$ cat src/rtl/bcd_pkg.sv
// bcd_pkg: shared FSM state type, BCD constants and digit helpers for the serial BCD adder
package bcd_pkg;
  typedef enum logic [1:0] {IDLE, ADD, DONE} state_t;
  localparam logic [3:0] BCD_MAX = 4'd9;
  localparam logic [3:0] BCD_CORR = 4'd6;
  function automatic logic [3:0] nines_comp(input logic [3:0] d);
    return BCD_MAX - d;
  endfunction
endpackage

$ cat src/rtl/bcd_digit_add.sv
// bcd_digit_add: combinational single-digit BCD adder with decimal correction
// Ports: x, y - BCD digits; ci - carry in; s - corrected sum digit;
//        co - decimal carry out; invalid - an input digit exceeded 9
module bcd_digit_add
  import bcd_pkg::*;
(
  input  logic [3:0] x,
  input  logic [3:0] y,
  input  logic       ci,
  output logic [3:0] s,
  output logic       co,
  output logic       invalid
);
  logic [4:0] sum;
  assign sum = {1'b0, x} + {1'b0, y} + {4'b0, ci};
  assign co = sum > {1'b0, BCD_MAX};
  assign s = co ? sum[3:0] + BCD_CORR : sum[3:0];
  assign invalid = (x > BCD_MAX) || (y > BCD_MAX);
endmodule

$ cat src/rtl/bcd_serial_add_ctrl.sv
// bcd_serial_add_ctrl: runs one BCD digit adder over packed-BCD operands, LSD first, one digit per clock
// Ports: clk, rst_n (async active-low); start - request, sampled in IDLE;
//        a, b - packed BCD operands; cin - carry into digit 0;
//        sub - subtract A-B via ten's complement (present only with BCD_SUB_EN);
//        busy - operation in progress; done - one-cycle result-valid pulse;
//        result - packed BCD sum; cout - carry out of top digit; bad_digit - an input digit was >9
// Optional feature macro: BCD_SUB_EN
module bcd_serial_add_ctrl
  import bcd_pkg::*;
#(
  parameter int DIGITS = 4,
  parameter int CNT_W  = $clog2(DIGITS + 1)
) (
  input  logic                clk,
  input  logic                rst_n,
  input  logic                start,
  input  logic [4*DIGITS-1:0] a,
  input  logic [4*DIGITS-1:0] b,
  input  logic                cin,
`ifdef BCD_SUB_EN
  input  logic                sub,
`endif
  output logic                busy,
  output logic                done,
  output logic [4*DIGITS-1:0] result,
  output logic                cout,
  output logic                bad_digit
);
  localparam int W = 4 * DIGITS;
  state_t state;
  logic [CNT_W-1:0] cnt;
  logic [W-1:0] a_r, b_r;
  logic carry;
  logic [3:0] a_d, b_d, y, s_d;
  logic co, invalid;
  always_comb begin
    a_d = a_r[3:0];
    b_d = b_r[3:0];
    for (int i = 1; i < DIGITS; i++) begin
      a_d = (cnt == CNT_W'(i)) ? a_r[4*i +: 4] : a_d;
      b_d = (cnt == CNT_W'(i)) ? b_r[4*i +: 4] : b_d;
    end
  end
`ifdef BCD_SUB_EN
  logic sub_r;
  // nine's complement maps every digit >9 to another digit >9, so the adder's
  // invalid flag still reflects the original B digit
  assign y = sub_r ? nines_comp(b_d) : b_d;
`else
  assign y = b_d;
`endif
  bcd_digit_add u_add (
    .x       (a_d),
    .y       (y),
    .ci      (carry),
    .s       (s_d),
    .co      (co),
    .invalid (invalid)
  );
  always_ff @(posedge clk or negedge rst_n) begin
    if (!rst_n) begin
      state     <= IDLE;
      cnt       <= '0;
      a_r       <= '0;
      b_r       <= '0;
      carry     <= 1'b0;
      busy      <= 1'b0;
      done      <= 1'b0;
      result    <= '0;
      cout      <= 1'b0;
      bad_digit <= 1'b0;
`ifdef BCD_SUB_EN
      sub_r     <= 1'b0;
`endif
    end else begin
      done <= 1'b0;
      case (state)
        IDLE: if (start) begin
          a_r       <= a;
          b_r       <= b;
`ifdef BCD_SUB_EN
          sub_r     <= sub;
          carry     <= sub | cin;
`else
          carry     <= cin;
`endif
          result    <= '0;
          bad_digit <= 1'b0;
          cnt       <= '0;
          busy      <= 1'b1;
          state     <= ADD;
        end
        ADD: begin
          for (int i = 0; i < DIGITS; i++)
            if (cnt == CNT_W'(i)) result[4*i +: 4] <= s_d;
          carry     <= co;
          bad_digit <= bad_digit | invalid;
          cnt       <= cnt + 1'b1;
          if (cnt == CNT_W'(DIGITS - 1)) begin
            busy  <= 1'b0;
            done  <= 1'b1;
            cout  <= co;
            state <= DONE;
          end
        end
        default: state <= IDLE;
      endcase
    end
  end
endmodule

$ cat config.mk
export PLATFORM = sky130hd
export DESIGN_NAME = bcd_serial_add_ctrl
export DESIGN_NICKNAME = d
export VERILOG_FILES = /design/src/rtl/bcd_pkg.sv /design/src/rtl/bcd_digit_add.sv /design/src/rtl/bcd_serial_add_ctrl.sv
export SDC_FILE = /design/constraint.sdc
export NUM_CORES = 1
export LEC_CHECK = 0
export ABC_AREA = 1
export ABC_CLOCK_PERIOD_IN_PS = 4300
export BUFFER_PORTS_ARGS = -buffer_cell sky130_fd_sc_hd__clkbuf_2
export CORE_ASPECT_RATIO = 0.7
export CORE_MARGIN = 4
export CORE_UTILIZATION = 45
export CTS_CLUSTER_DIAMETER = 120
export CTS_CLUSTER_SIZE = 12
export DETAILED_ROUTE_END_ITERATION = 12
export PLACE_DENSITY = 0.67
export SYNTH_ARGS = -nofsm -noshare
export SYNTH_HDL_FRONTEND = slang
export SYNTH_SLANG_ARGS = --single-unit
$ cat constraint.sdc
create_clock -name clk -period 4.3 [get_ports clk]
set_clock_uncertainty 0.2 [all_clocks]
set_input_delay 0.215 -clock clk [delete_from_list [all_inputs] [get_ports clk]]
set_output_delay 0.215 -clock clk [all_outputs]
set_load 0.005 [all_outputs]
==> run metrics <==
arrival time worst endpoint=between 3 and 4 ns; met3 WL=around 560 µm; Port Buffer Count=55; outcome=complete, no violations; share of cells above drive strength 1=roughly a third; largest cells by area after synthesis=dfrtp_1 47%, mux2_2 9.2%, nand2_1 9.0%, inv_1 4.3%, nand3_1 3.8%; Synth area leader=dfrtp_1; Worst slew margin=a little under two fifths; Total GRT Usage=18.6%; Final ANT Viol Nets=0; CP Launch Point=cnt[2]$_DFFE_PN0P_; chip width=around 110 µm; post-CTS resize count=0; RR Startpoint=cnt[2]$_DFFE_PN0P_; commonest cells after routing, fill and taps aside=73 x nand2_1, 58 x dfrtp_1, 55 x clkbuf_2, 35 x inv_1, 35 x dlygate4sd3_1; ANT cells=0; root buffer cell=clkbuf_8; total wire length=~7.0 mm; post-synthesis sequential area ratio=a little under half; endpoint class of the critical path=register; post-synth top area share=47.5%; vias in the first global route=roughly 2400; highest routed layer=met4; Avg WL per Cell=approximately 14 µm; final worst path period share=89.6%; met1 wire length=~3.5 mm; Initial Utilization=between 40 and 50%; startpoint types=register; DR vias/cell=around 4.9; die area=around 8200 µm²; global route total overflow=0; Via Count=~2500; Remaining DRCs=0; total CTS buffers=9; Main synth FF type=dfrtp_1; Rows=24; H-tree depth=3; Async SR Flop Fraction=between 90% and 100%; final-stage net count=458; combined area of the multi-input logic cells=between 1000 and 1500 µm²; most common cell after layout, fill and taps aside=nand2_1; Die Height=77.0 µm; reg2reg setup slack=approximately 0.45 ns; Setup Fix Bufs, Post-CTS=0; CTS sink cnt=between 50 and 60; Routed met2 length=between 2 and 3 mm; CTS tree=done; initial antenna violation count=0; Max Buffers Root-to-Sink=2; I/O pins=56; EDFF count, synth=0; Hold Path Depth=6; CTS Hold Buffers Added=35; worst slew pin tran=0.934 ns; P&R area growth vs syn=27.5%; Setup TNS=0 ns; Placed Cells=about 460; Final Hold Vio Count=0; CP Class=reg -> reg; Tmin final=a little under 4 ns; critical path data required time=4.33 ns; Pins Over Slew Limit=0; setup violators final=0; Syn Nets=around 370; RSZ-0062 raised after global routing=no; clock slew at reported path FFs=~0.060 ns; R2R cell count=16; first-pass GRT wire length=between 10 and 15 mm; synthesis warning total=0; Clock Latency Late Sink=0.35 ns; Initial DRC Count=roughly 180; GPL Wtd Cong=around 0.87; pin count of the biggest net entering global routing=59; syn avg cell area=roughly 9.6 µm²; FF-to-FF End=cout$_DFFE_PN0P_; count of cell types in the netlist=34; fmax=between 0.2 and 0.3 GHz; Hold Path Class=in -> reg; min-delay src=start; final cell count without fillers=roughly 510; mapped cell area=3060 µm²; core box area=6400 µm²; DP HPWL=roughly 5 mm; FF/Latch Area=approximately 1500 µm²; #FFs+latches synth=58; maxcap violations=0; CP Max Fanout=16; Syn Inst Count=319; hold path endpoint=bad_digit$_DFFE_PN0P_; # fillers=588; Pre-antenna DRT Iters=4
[cell type report]
| cell class | instances | share of cell area (%) |
|---|---|---|
| clock buffer | 10 | 3.53 |
| inverter | 41 | 3.95 |
| tap | 91 | 2.92 |
| sequential | 58 | 37.3 |
| clock inverter | 4 | 0.514 |
| timing repair buffer | 91 | 16.2 |
| multi-input combinational | 210 | 35.6 |
[worst max path at each step]
stage                            end  cells after the start  slack (ns)
2_1_floorplan       cout$_DFFE_PN0P_                     19        0.79
3_3_place_gp        cout$_DFFE_PN0P_                     16        0.64
3_5_place_dp        cout$_DFFE_PN0P_                     16        0.50
4_1_cts             cout$_DFFE_PN0P_                     16        0.47
5_1_grt        result[7]$_DFFE_PN0P_                     17        0.20
6_report            cout$_DFFE_PN0P_                     16        0.45
[cell families (layout without fill, tap and decap cells)]
logic type,count (synthesis),after routing,synth area share (%)
compound gates,34,34,7.82
flops,58,58,47.5
mux,26,26,9.70
simple gates,139,139,22.8
buf+inv,51,146,7.16
fa+ha+maj,11,11,4.99
[Yosys cell counts, types with 2 or more instances]
library cell  instances
nand3_2               4
inv_1                35
buf_2                 7
dfrtp_1              58
o21ai_2               4
inv_2                 6
nand4_1               8
nand2_2               5
buf_6                 2
a21oi_1               9
nand3_1              23
fa_1                  2
nand2_4               6
nor2_2                2
nor2_1               14
nand2_1              73
ha_1                  9
o21ai_0               8
a21oi_4               2
o21ai_1               4
mux2_2               25
[registers in the layout (all words and copies together) (netlist names)]
register and cells:
state 2, cnt 3, cout 1, carry 1, a_r 16, bad_digit 1, done 1, busy 1
result 16, b_r 16
[metrics by stage]
stage               util [%]  area, µm²  worst slack, ns  hold WS (ns)
global route            60.9       3900            0.205         0.178
CTS                     60.9       3900            0.474        0.0753
detailed placement      53.0       3390            0.502         0.208
floorplan                  -       3060            0.788        -0.281
finish                  60.9       3900            0.446        0.0762
global placement        53.0       3390            0.640         0.202
[worst max-delay path: stages, from the launching register on]
cell and delay (ns):
dfrtp_1 0.40, inv_2 0.25, ha_1 0.42, inv_2 0.17
o311ai_0 0.14, o21ai_0 0.18, fa_1 0.43, fa_1 0.42
inv_1 0.06, nand2_1 0.07, nand2_2 0.12, ha_1 0.21
nand2_1 0.07, a21boi_4 0.14, nand2_4 0.11, nand2_8 0.08
mux2_4 0.26
[routing by layer]
metal	up-vias	track usage, %
li1	1224	-
met1	1148	26.9
met2	83	25.9
met3	5	7.21
met4	0	5.49
met5	-	0
Power is left out: the tool's default activity adds up to more than one toggle a clock period on the data nets, which glitch-free logic cannot reach.
